--- src/rtl/int_res_stream_rd_if.sv ---
// int_res_stream_rd_if: job request, int-res memory read port and output stream of the read streamer.
// Latency: n/a (bundle of signals only).
// Backpressure: out_valid/out_ready handshake on the stream; the memory port has none.
// Ports: master = streamer side (drives reads, stream, status); slave = job source, memory and consumer.
interface int_res_stream_rd_if #(
   parameter int ADDR_W = 16,
   parameter int DATA_W = 32,   // N_COMP
   parameter int FMT_W  = 3,
   parameter int LEN_W  = 16
);
   // job request / status
   logic              start;
   logic [ADDR_W-1:0] base_addr;
   logic [ADDR_W-1:0] stride;
   logic [LEN_W-1:0]  len;
   logic              data_width;
   logic [FMT_W-1:0]  format;
   logic              busy;
   logic              done;
   // int-res memory read port
   logic              mem_rd_en;
   logic [ADDR_W-1:0] mem_rd_addr;
   logic              mem_rd_data_width;
   logic [FMT_W-1:0]  mem_rd_format;
   logic [DATA_W-1:0] mem_rd_data;
   // output stream
   logic              out_valid;
   logic              out_ready;
   logic [DATA_W-1:0] out_data;
   logic              out_last;

   modport master (
      input  start, base_addr, stride, len, data_width, format, mem_rd_data, out_ready,
      output busy, done, mem_rd_en, mem_rd_addr, mem_rd_data_width, mem_rd_format,
             out_valid, out_data, out_last
   );

   modport slave (
      output start, base_addr, stride, len, data_width, format, mem_rd_data, out_ready,
      input  busy, done, mem_rd_en, mem_rd_addr, mem_rd_data_width, mem_rd_format,
             out_valid, out_data, out_last
   );
endinterface

--- src/rtl/int_res_stream_rd.sv ---
// int_res_stream_rd: sequential strided reader of the int-res memory, returned words streamed out.
// Latency: start to first out_valid 3 cycles; one word per cycle sustained.
// Backpressure: 2-entry return FIFO; reads stall when FIFO + in-flight would exceed 2, resume on the pop cycle.
// Ports: i_clk, i_rst (sync, active-high); io_bus (master modport) carries job, memory read port and stream.
module int_res_stream_rd #(
   parameter int ADDR_W = 16,
   parameter int DATA_W = 32,   // N_COMP
   parameter int FMT_W  = 3,
   parameter int LEN_W  = 16
) (
   input  logic                  i_clk,
   input  logic                  i_rst,
   int_res_stream_rd_if.master   io_bus
);
   typedef enum logic [1:0] {S_IDLE, S_STREAM, S_FLUSH} state_t;

   state_t              r_state;
   state_t              w_state_nxt;
   logic [ADDR_W-1:0]   r_addr;
   logic [ADDR_W-1:0]   r_stride;
   logic [LEN_W-1:0]    r_len;
   logic [LEN_W-1:0]    r_issue_rem;
   logic [LEN_W-1:0]    r_pop_cnt;
   logic                r_dw;
   logic [FMT_W-1:0]    r_fmt;
   logic                r_inflight;
   logic                r_done;
   logic [DATA_W-1:0]   r_fifo [2];
   logic                r_wr_ptr;
   logic                r_rd_ptr;
   logic [1:0]          r_count;

   logic                w_accept;
   logic                w_valid;
   logic                w_pop;
   logic                w_head_last;
   logic [2:0]          w_credit_use;
   logic                w_credit_ok;
   logic                w_issue;

   assign w_accept    = (r_state == S_IDLE) && io_bus.start;
   assign w_valid     = (r_count != 2'd0);
   assign w_pop       = w_valid && io_bus.out_ready;
   assign w_head_last = w_valid && (r_pop_cnt == r_len - LEN_W'(1));

   // Slots this cycle's read would compete for once it lands: FIFO content plus the
   // word on the return bus, minus the word leaving now. Including the same-cycle pop
   // is what lets a stalled stream restart reads in the very cycle it drains.
   assign w_credit_use = {1'b0, r_count} + {2'b00, r_inflight} - {2'b00, w_pop};
   assign w_credit_ok  = (w_credit_use < 3'd2);

   // ---------------- FSM: state register ----------------
   always_ff @(posedge i_clk) begin
      if (i_rst) r_state <= S_IDLE;
      else       r_state <= w_state_nxt;
   end

   // ---------------- FSM: next state ----------------
   always_comb begin
      w_state_nxt = r_state;
      case (r_state)
         S_IDLE:   if (w_accept && (io_bus.len != '0))                  w_state_nxt = S_STREAM;
         S_STREAM: if (w_issue && (r_issue_rem == LEN_W'(1)))           w_state_nxt = S_FLUSH;
         S_FLUSH:  if (w_pop && w_head_last)                            w_state_nxt = S_IDLE;
         default:                                                       w_state_nxt = S_IDLE;
      endcase
   end

   // ---------------- FSM: outputs ----------------
   // mem_rd_addr and the job attributes come straight from registers; the enable
   // is qualified by the current cycle's credit so throughput stays at one per cycle.
   always_comb begin
      w_issue          = (r_state == S_STREAM) && (r_issue_rem != '0) && w_credit_ok;
      io_bus.mem_rd_en = w_issue;
      io_bus.busy      = (r_state != S_IDLE);
   end

   assign io_bus.done              = r_done;
   assign io_bus.mem_rd_addr       = r_addr;
   assign io_bus.mem_rd_data_width = r_dw;
   assign io_bus.mem_rd_format     = r_fmt;
   assign io_bus.out_valid         = w_valid;
   assign io_bus.out_data          = r_fifo[r_rd_ptr];
   assign io_bus.out_last          = w_head_last;

   // ---------------- job registers, address generation, return FIFO ----------------
   always_ff @(posedge i_clk) begin
      if (i_rst) begin
         r_addr      <= '0;
         r_stride    <= '0;
         r_len       <= '0;
         r_issue_rem <= '0;
         r_pop_cnt   <= '0;
         r_dw        <= 1'b0;
         r_fmt       <= '0;
         r_inflight  <= 1'b0;
         r_done      <= 1'b0;
         r_wr_ptr    <= 1'b0;
         r_rd_ptr    <= 1'b0;
         r_count     <= 2'd0;
         for (int i = 0; i < 2; i++) r_fifo[i] <= '0;
      end else begin
         // zero-length jobs complete straight from IDLE; others after the last pop
         r_done <= (w_accept && (io_bus.len == '0)) ||
                   ((r_state == S_FLUSH) && w_pop && w_head_last);

         if (w_accept) begin
            r_addr      <= io_bus.base_addr;
            r_stride    <= io_bus.stride;
            r_len       <= io_bus.len;
            r_issue_rem <= io_bus.len;
            r_dw        <= io_bus.data_width;
            r_fmt       <= io_bus.format;
            r_pop_cnt   <= '0;
         end else begin
            if (w_issue) begin
               r_addr      <= r_addr + r_stride;   // wraps modulo 2^ADDR_W
               r_issue_rem <= r_issue_rem - LEN_W'(1);
            end
            if (w_pop) r_pop_cnt <= r_pop_cnt + LEN_W'(1);
         end

         // memory returns data one cycle after the enable
         r_inflight <= w_issue;
         if (r_inflight) begin
            r_fifo[r_wr_ptr] <= io_bus.mem_rd_data;
            r_wr_ptr         <= ~r_wr_ptr;
         end
         if (w_pop) r_rd_ptr <= ~r_rd_ptr;
         r_count <= r_count + {1'b0, r_inflight} - {1'b0, w_pop};
      end
   end
endmodule
--- src/flat_wrapper.sv ---
// flat-port wrapper written by rule: the top's interface ports become plain ports
module int_res_stream_rd_flat 
#(
   parameter int ADDR_W = 16,
   parameter int DATA_W = 32,            
   parameter int FMT_W  = 3,
   parameter int LEN_W  = 16
)
  (i_clk, i_rst, io_bus_start, io_bus_base_addr, io_bus_stride, io_bus_len, io_bus_data_width, io_bus_format, io_bus_mem_rd_data, io_bus_out_ready, io_bus_busy, io_bus_done, io_bus_mem_rd_en, io_bus_mem_rd_addr, io_bus_mem_rd_data_width, io_bus_mem_rd_format, io_bus_out_valid, io_bus_out_data, io_bus_out_last);
  int_res_stream_rd_if #(.ADDR_W(ADDR_W), .DATA_W(DATA_W), .FMT_W(FMT_W), .LEN_W(LEN_W)) io_bus_i ();
  input  logic i_clk;
  input  logic i_rst;
  input wire logic [$bits(io_bus_i.start)-1:0] io_bus_start;
  input wire logic [$bits(io_bus_i.base_addr)-1:0] io_bus_base_addr;
  input wire logic [$bits(io_bus_i.stride)-1:0] io_bus_stride;
  input wire logic [$bits(io_bus_i.len)-1:0] io_bus_len;
  input wire logic [$bits(io_bus_i.data_width)-1:0] io_bus_data_width;
  input wire logic [$bits(io_bus_i.format)-1:0] io_bus_format;
  input wire logic [$bits(io_bus_i.mem_rd_data)-1:0] io_bus_mem_rd_data;
  input wire logic [$bits(io_bus_i.out_ready)-1:0] io_bus_out_ready;
  output wire logic [$bits(io_bus_i.busy)-1:0] io_bus_busy;
  output wire logic [$bits(io_bus_i.done)-1:0] io_bus_done;
  output wire logic [$bits(io_bus_i.mem_rd_en)-1:0] io_bus_mem_rd_en;
  output wire logic [$bits(io_bus_i.mem_rd_addr)-1:0] io_bus_mem_rd_addr;
  output wire logic [$bits(io_bus_i.mem_rd_data_width)-1:0] io_bus_mem_rd_data_width;
  output wire logic [$bits(io_bus_i.mem_rd_format)-1:0] io_bus_mem_rd_format;
  output wire logic [$bits(io_bus_i.out_valid)-1:0] io_bus_out_valid;
  output wire logic [$bits(io_bus_i.out_data)-1:0] io_bus_out_data;
  output wire logic [$bits(io_bus_i.out_last)-1:0] io_bus_out_last;
  assign io_bus_i.start = io_bus_start;
  assign io_bus_i.base_addr = io_bus_base_addr;
  assign io_bus_i.stride = io_bus_stride;
  assign io_bus_i.len = io_bus_len;
  assign io_bus_i.data_width = io_bus_data_width;
  assign io_bus_i.format = io_bus_format;
  assign io_bus_i.mem_rd_data = io_bus_mem_rd_data;
  assign io_bus_i.out_ready = io_bus_out_ready;
  assign io_bus_busy = io_bus_i.busy;
  assign io_bus_done = io_bus_i.done;
  assign io_bus_mem_rd_en = io_bus_i.mem_rd_en;
  assign io_bus_mem_rd_addr = io_bus_i.mem_rd_addr;
  assign io_bus_mem_rd_data_width = io_bus_i.mem_rd_data_width;
  assign io_bus_mem_rd_format = io_bus_i.mem_rd_format;
  assign io_bus_out_valid = io_bus_i.out_valid;
  assign io_bus_out_data = io_bus_i.out_data;
  assign io_bus_out_last = io_bus_i.out_last;
  int_res_stream_rd #(.ADDR_W(ADDR_W), .DATA_W(DATA_W), .FMT_W(FMT_W), .LEN_W(LEN_W)) u_core (.i_clk(i_clk), .i_rst(i_rst), .io_bus(io_bus_i));
endmodule
--- config.mk ---
export PLATFORM = sky130hd
export DESIGN_NAME = int_res_stream_rd_flat
export DESIGN_NICKNAME = d
export VERILOG_FILES = /design/src/rtl/int_res_stream_rd_if.sv /design/src/rtl/int_res_stream_rd.sv /design/src/flat_wrapper.sv
export SDC_FILE = /design/constraint.sdc
export NUM_CORES = 1
export LEC_CHECK = 0
export CAP_MARGIN = 20
export CORE_MARGIN = 4
export CORE_UTILIZATION = 48
export DETAILED_ROUTE_END_ITERATION = 12
export GPL_TIMING_DRIVEN = 0
export PLACE_DENSITY = 0.77
export RECOVER_POWER = 25
export SYNTH_ARGS = -nofsm -noshare
export SYNTH_HDL_FRONTEND = slang
export SYNTH_SLANG_ARGS = --single-unit
--- constraint.sdc ---
create_clock -name i_clk -period 3 [get_ports i_clk]
set_input_delay 0.6 -clock i_clk [delete_from_list [all_inputs] [get_ports i_clk]]
set_output_delay 0.6 -clock i_clk [all_outputs]
set_load 0.005 [all_outputs]
==> results of run 1 <==
## what timing repair did
action	4_1_cts	5_1_grt
resized for setup	64	54
pin swaps	34	44
setup buffers	27	8
hold buffers	0	0
cloned	0	1
endpoints found under the setup margin	34	55
## metrics by stage
| stage | power, mW | hold WS [ns] |
|---|---|---|
| floorplan | 3.64 | 0.440 |
| detailed placement | 4.43 | 0.450 |
| CTS | 6.78 | 0.463 |
| global route | 7.29 | 0.481 |
| global placement | 4.39 | 0.445 |
| finish | 6.99 | 0.462 |
## layout by cell type (no fill, tap or decap), drive strengths merged, types with 11 or more instances in the layout
cell type,n
nor2,54
nand3,17
mux2,32
clkdlybuf4s50,140
xor2,23
nor3,11
dfxtp,93
nand2,106
ha,21
edfxtp,64
o21ai,18
clkbuf,55
inv,25
and2,67
nand4,11
buf,39
xnor2,29
a21oi,70
## worst max-delay path: cells and delay by family, from the launching register on
family | cells | cell delay, ns
compound gates | 1 | 0.31
fa+ha+maj | 3 | 0.85
buf+inv | 4 | 0.30
flops | 1 | 0.32
simple gates | 3 | 0.73
## layer usage
metal / up-vias / track usage [%]
met5: - / 0
met2: 261 / 36.3
met3: 59 / 5.46
met4: 0 / 8.90
met1: 3169 / 26.6
li1: 3226 / -
## synthesized netlist by cell type, types with 4 or more instances
| library cell | n | area share, % |
|---|---|---|
| or3_1 | 10 | 0.81 |
| nand3b_1 | 4 | 0.39 |
| buf_1 | 5 | 0.24 |
| a22oi_1 | 10 | 0.97 |
| nand4_1 | 11 | 0.89 |
| nor4_1 | 8 | 0.64 |
| nand3_1 | 17 | 1.1 |
| clkbuf_1 | 36 | 1.7 |
| nand2_1 | 106 | 5.1 |
| nand2b_1 | 5 | 0.40 |
| edfxtp_1 | 64 | 25 |
| nor3_1 | 10 | 0.64 |
| nor2_1 | 54 | 2.6 |
| inv_1 | 17 | 0.82 |
| a211oi_1 | 10 | 0.97 |
| xor2_1 | 23 | 2.6 |
| xnor2_1 | 29 | 3.3 |
| or4_1 | 5 | 0.48 |
| dfxtp_1 | 93 | 24 |
| a21oi_1 | 70 | 4.5 |
| o21ai_0 | 17 | 1.1 |
| and2_1 | 67 | 5.4 |
| ha_1 | 21 | 3.4 |
| o211ai_1 | 6 | 0.58 |
| a21o_1 | 7 | 0.68 |
| mux2_2 | 32 | 4.6 |
| a31oi_1 | 6 | 0.48 |
## power groups by stage
stage                     registers [mW]  clock network (mW)  logic, mW
after floorplan                     2.61                   0       1.03
after global placement              2.64                   0       1.76
after detailed placement            2.64                   0       1.79
after CTS                           2.60                2.13       2.05
after global routing                2.64                2.22       2.42
final                               2.62                2.10       2.26
## layout make-up
class | count | area share (%)
timing repair buffer | 178 | 16.6
inverter | 18 | 0.647
clock inverter | 15 | 1.41
clock buffer | 17 | 3.93
sequential | 157 | 35.1
multi-input combinational | 582 | 37.9
buffer | 40 | 1.93
tap | 216 | 2.50
## path summary, 6_finish.rpt
path                                                    start                                          end  slack (ns)
setup / recovery                 u_core.r_count[1]$_SDFF_PP0_                             io_bus_mem_rd_en       -0.55
hold / removal    u_core.io_bus.mem_rd_format[2]$_SDFFE_PP0P_  u_core.io_bus.mem_rd_format[2]$_SDFFE_PP0P_        0.46
setup reg to reg                 u_core.r_count[1]$_SDFF_PP0_           u_core.r_issue_rem[5]$_SDFFE_PP0P_       -0.48
hold reg to reg   u_core.io_bus.mem_rd_format[2]$_SDFFE_PP0P_  u_core.io_bus.mem_rd_format[2]$_SDFFE_PP0P_        0.46
## cells by family (layout without fill, tap and decap cells)
family | count (synthesis) | in the layout | synth area share (%)
flops | 157 | 157 | 48.7
fa+ha+maj | 23 | 23 | 3.90
buf+inv | 60 | 268 | 2.92
mux | 35 | 35 | 5.03
xor+xnor | 52 | 52 | 5.86
simple gates | 322 | 322 | 21.3
compound gates | 150 | 150 | 12.3
## registers in the layout, summed over array words and instances (netlist names), 2 cells and up, named ones only
signal and cells:
u_core.r_stride 16, u_core.r_count 2, u_core.r_len 16, u_core.r_pop_cnt 16, u_core.io_bus.mem_rd_addr 16, u_core.r_issue_rem 16
u_core.r_state 2, u_core.io_bus.mem_rd_format 3, u_core.r_fifo 64
==> metrics, run 1 <==
area of the multi-input gates=just over 4000 µm²; IO Count=145; final period utilization=118%; Seq/Total Area, Yosys=about 49%; normalized max-slew margin=47.7%; RSZ-0062 raised after global routing=true; DRC violations left=0; Pint=4.87 mW; Cell Chain, Critical Path=or2_4 > and2_4 > ha_4 > inv_2 > ha_4 > fa_2 > nand4b_1 > a31o_2 > inv_4 > buf_8 > buf_6; Ant. Diodes=0; area delta synth->final=39.4%; Worst Hold Depth=2; Final Hold Viols=0; DP Worst Slack=-1.31 ns; post-synthesis net count=910; hpwl dp=14200 µm; DIE WIDTH=between 100 and 150 µm; CP peak stage delay=0.43 ns; Worst VDD drop=~0.44 mV; Final setup violation count=37; CTS tree=built; vias in the first global route=6387; fmax=0.282 GHz; min-delay worst type=flip-flop to flip-flop; Post-synth EDFFs=64; critical path peak fanout=2; Mapped Avg Cell Area=9.72 µm²; number of fill cells=1232; WP data arrival=about 3.0 ns; Syn Inst Count=799; outcome=complete, but fails checks; proportion of layout cells with a drive suffix above 1=between 10% and 20%; drt initial violations=396; initial antenna violation count=0; Static Leak=just over 4 nW; die extent in y=~140 µm; met2 routed wirelength=slightly above 10000 µm; Layout Nets=1105; failing checks=negative setup slack; Setup Skew=0.0107 ns; register area=between 3000 and 4000 µm²; all-layer global routing usage=between 20% and 30%; DP Cell Count=roughly 1.2k; fin crit period=~3.5 ns; Vias/cell=between 5 and 6; H-Tree Depth=4; Final Max Slew Viols=0; final instance area=10800 µm²; R2R cell count=16; FF+latch count, synth=157; GR Overflow Total=0; yosys warns=0; largest net degree at the start of global routing=33; DR top layer=met4; DR pass1 iterations=5; Cell Area, Placed=between 9000 and 10000 µm²; port buffer count=143; M1 WL=8480 µm; net switching power=2.12 mW; Clock Root Buffer=clkbuf_16; final WL=approximately 21000 µm; Initial Utilization=between 40% and 50%; kind of critical path=flip-flop to output port; clock-pin slew on the worst setup and hold paths=0.06 ns; library cells used by synthesis=61; Net Sw Frac=30.3%; placement row count=46; worst-skew pair later-pin latency=0.43 ns; clk buf depth=2; clock power share=30.1%; Comb power frac=32.4%; Synth async-reset ratio=0%; number of max-cap violations=0; clk sink count=157; routed wl met3=1540 µm; share of the core filled with cells=68.1%; first-pass GRT wire length=approximately 31000 µm; Critical Path End Type=output port; Mapped Area=7770 µm²; total CTS buffers=17; number of routed nets with antenna violations=0; CP dominant cell by count=ha_4; CORE AREA=15900 µm²; worst slew pin tran=0.784 ns; Die ar.=18300 µm²; vias=6715; part of the power in registers=37.5%; worst path required time=2.40 ns; Critical-path top delay cell=fa_2; power density over the cells=646 nW/µm²; Layout Cells excl Fill=1223; WL/cell=17.1 µm; Placer Congestion=0.909; dominant synthesized flop cell=dfxtp_1; Startpoint Class=flip-flop; setup TNS=-12.53 ns; Final WS setup=-0.546 ns
(Power assumes the default switching activity.)
==> run 2, diff against run 1 <==
--- a/config.mk
+++ b/config.mk
@@ -7,10 +7,10 @@
 export LEC_CHECK = 0
 export CAP_MARGIN = 20
 export CORE_MARGIN = 4
-export CORE_UTILIZATION = 48
+export CORE_UTILIZATION = 40
 export DETAILED_ROUTE_END_ITERATION = 12
 export GPL_TIMING_DRIVEN = 0
-export PLACE_DENSITY = 0.77
+export PLACE_DENSITY = 0.66
 export RECOVER_POWER = 25
 export SYNTH_ARGS = -nofsm -noshare
 export SYNTH_HDL_FRONTEND = slang
==> run 2 against run 1 <==
  * The flow still finishes with violations (negative setup slack)
  * Sequential power is essentially flat
  * Combinational power shrank 6%
  * Non-clock buffer count shrank 6
  * Die area grew 19%
  * Cell area shrank 0.56%
  * Core utilization shrank 11 points
  * Sequential share of layout area grew 0.20 points
  * Routed wire length is essentially flat
  * Worst hold slack lost 0.0032 ns
  * Register-to-register slack gained 0.20 ns
  * Final cell count grew 3.1%
  * Critical path type unchanged
  * Highest routed layer unchanged
==> metrics, run 2 (same netlist as run 1, synthesis figures left out) <==
DRC violations left=0 (unchanged); Worst VDD drop=0.373 mV (-15%); area of the multi-input gates=4040 µm² (-1.6%); Initial Utilization=41.1% (-7.8 points); placement row count=50 (+8.7%); final WL=20900 µm (about the same); Final Hold Viols=0 (unchanged); Static Leak=4.01 nW (-1.3%); hold path endpoint=u_core.io_bus.mem_rd_format[0]$_SDFFE_PP0P_; port buffer count=143 (unchanged); Critical-path top delay cell=or4_4; worst-skew pair later-pin latency=0.43 ns (about the same); Placer Congestion=0.865 (-4.8%); register area=3800 µm² (unchanged); clk buf depth=2 (unchanged); critical path peak fanout=5 (+3); Critical Path End Type=output port; CORE AREA=18900 µm² (+19%); number of fill cells=1687 (+37%); number of routed nets with antenna violations=0 (unchanged); Die ar.=21700 µm² (+19%); Final Max Slew Viols=0 (unchanged); max reg flops=64 (unchanged); initial antenna violation count=0 (unchanged); Clock Root Buffer=clkbuf_16; Layout Nets=1099 (-0.54%); number of max-cap violations=0 (unchanged); total CTS buffers=17 (unchanged); hpwl dp=14600 µm (+2.4%); Final setup violation count=27 (-27%); fin crit period=3.43 ns (-0.120 ns); power density over the cells=654 nW/µm² (+1.3%); worst path required time=2.40 ns (about the same); hold_buf cts=0 (unchanged); H-Tree Depth=4 (unchanged); WL/cell=16.6 µm (-3.1%); area delta synth->final=38.6%; kind of critical path=flip-flop to output port; WP buf/inv=2 (-2); R2R cell count=15 (-1); largest net degree at the start of global routing=33 (unchanged); proportion of layout cells with a drive suffix above 1=16.8% (-1.6 points); share of the core filled with cells=57.0% (-11 points); RSZ-0062 raised after global routing=true; die extent in y=147 µm (+9.0%); first-pass GRT wire length=33000 µm (+5.1%); fmax=0.292 GHz (+3.5%); CP delay by family, top=simple AND/OR/NAND/NOR gates; Setup Skew=0.00823 ns (-0.00249 ns); CP peak stage delay=0.59 ns (+0.16 ns); Vias/cell=5.16 (-6.0%); outcome=complete, but fails checks; r2r setup slk=-0.28 ns (+0.20 ns); Final WS setup=-0.426 ns (+0.120 ns); failing checks=negative setup slack; WP data arrival=2.83 ns (-0.12 ns); normalized max-slew margin=44.2% (-3.5 points); clock-pin slew on the worst setup and hold paths=0.07 ns (about the same); all-layer global routing usage=19.0% (-2.6 points); most frequent cells in the layout=clkdlybuf4s50_1 (130), nand2_1 (104), dfxtp_1 (84); DIE WIDTH=147 µm (+9.0%); hold wc startpoint=u_core.io_bus.mem_rd_format[0]$_SDFFE_PP0P_; Cell Chain, Critical Path=or4_4 > buf_4 > nor4_2 > nand3b_1 > a311o_1 > a2111oi_4 > and2_1 > buf_2; commonest non-fill, non-tap cell in the layout=clkdlybuf4s50_1; worst slew pin tran=0.838 ns (+0.0532 ns); GR Overflow Total=0 (unchanged); Reg-to-Reg Start=u_core.r_count[0]$_SDFF_PP0_; drt initial violations=501 (+27%); setup TNS=-4.54 ns (+8.00 ns); min-delay worst type=flip-flop to flip-flop; clk sink count=157 (unchanged); vias=6509 (-3.1%); DR pass1 iterations=5 (unchanged); vias in the first global route=6474 (+1.4%); Reg2Reg Capture Point=u_core.r_issue_rem[13]$_SDFFE_PP0P_; Ant. Diodes=0 (unchanged); final period utilization=114% (-4.0 points); Startpoint Class=flip-flop; CTS tree=built; IO Count=145 (unchanged); Worst Hold Depth=2 (unchanged); Largest Register=u_core.r_fifo
run 2: cell count changes in the layout (fill, tap and decap cells not counted), sizes merged:
| cell | previous run | this run |
|---|---|---|
| clkinvlp | 2 | 0 |
| bufinv | 1 | 3 |
| clkdlybuf4s50 | 140 | 130 |
| clkinv | 5 | 3 |
| dlygate4sd3 | 0 | 10 |
| inv | 25 | 27 |
| buf | 39 | 33 |
run 2: cell type report:
| class | instances | area share, % |
|---|---|---|
| plain buffers | 40 | 1.94 |
| well taps | 260 | 3.02 |
| inverters | 18 | 0.651 |
| multi-input cells | 582 | 37.5 |
| clock buffers | 17 | 3.95 |
| repair buffers | 172 | 15.8 |
| flip-flops and latches | 157 | 35.3 |
| clock inverters | 15 | 1.84 |
run 2: per-layer routing:
metal / wire, µm / part of all wire, % / vias up / track usage, %
met5: 0 / 0 / - / 0
met4: 364 / 1.7 / 0 / 6.01
met3: 1140 / 5.4 / 28 / 4.10
met2: 10100 / 48 / 187 / 31.7
met1: 9260 / 44 / 3071 / 24.7
li1: - / - / 3223 / -
run 2: report_power, final:
group | switching, mW | total [mW] | internal, mW
combinational | 0.973 | 2.13 | 1.16
sequential | 0.152 | 2.62 | 2.46
clock | 0.949 | 2.29 | 1.34
run 2: worst min-delay path: cells and delay by family, from the launching register on:
| kind | cells | cell delay, ns |
|---|---|---|
| AND/OR/NAND/NOR | 1 | 0.05 |
| flip-flops | 1 | 0.31 |
| AO/OA/AOI/OAI | 1 | 0.05 |
run 2: timing repair:
item | CTS | global route
pin swaps | 30 | 28
setup endpoints to repair | 33 | 67
gates resized for setup | 67 | 32
setup buffers | 24 | 6
cloned | 1 | 0
run 2: through the flow:
stage	worst slack [ns]	cell area (µm²)	hold slack, ns	cells	power, mW
6_report	-0.426	10800	0.459	1261	7.04
2_1_floorplan	0.000969	7810	0.440	799	3.64
4_1_cts	-0.450	10600	0.463	1258	6.98
5_1_grt	-0.532	10800	0.481	1261	7.39
3_5_place_dp	-1.34	9590	0.451	1203	4.45
3_3_place_gp	-1.35	9560	0.446	1202	4.42
run 2: worst max-delay path by stage:
stage                                            start                                  end  slack, ns  depth (start not counted)
after floorplan                       io_bus_out_ready  u_core.r_issue_rem[13]$_SDFFE_PP0P_      0.001                         13
after global placement                io_bus_out_ready                     io_bus_mem_rd_en      -1.35                         12
after detailed placement              io_bus_out_ready                     io_bus_mem_rd_en      -1.34                         12
after CTS                 u_core.r_len[3]$_SDFFE_PP0P_                      io_bus_out_last      -0.45                          7
after global routing      u_core.r_len[3]$_SDFFE_PP0P_                      io_bus_out_last      -0.53                          7
final                     u_core.r_len[3]$_SDFFE_PP0P_                      io_bus_out_last      -0.43                          8
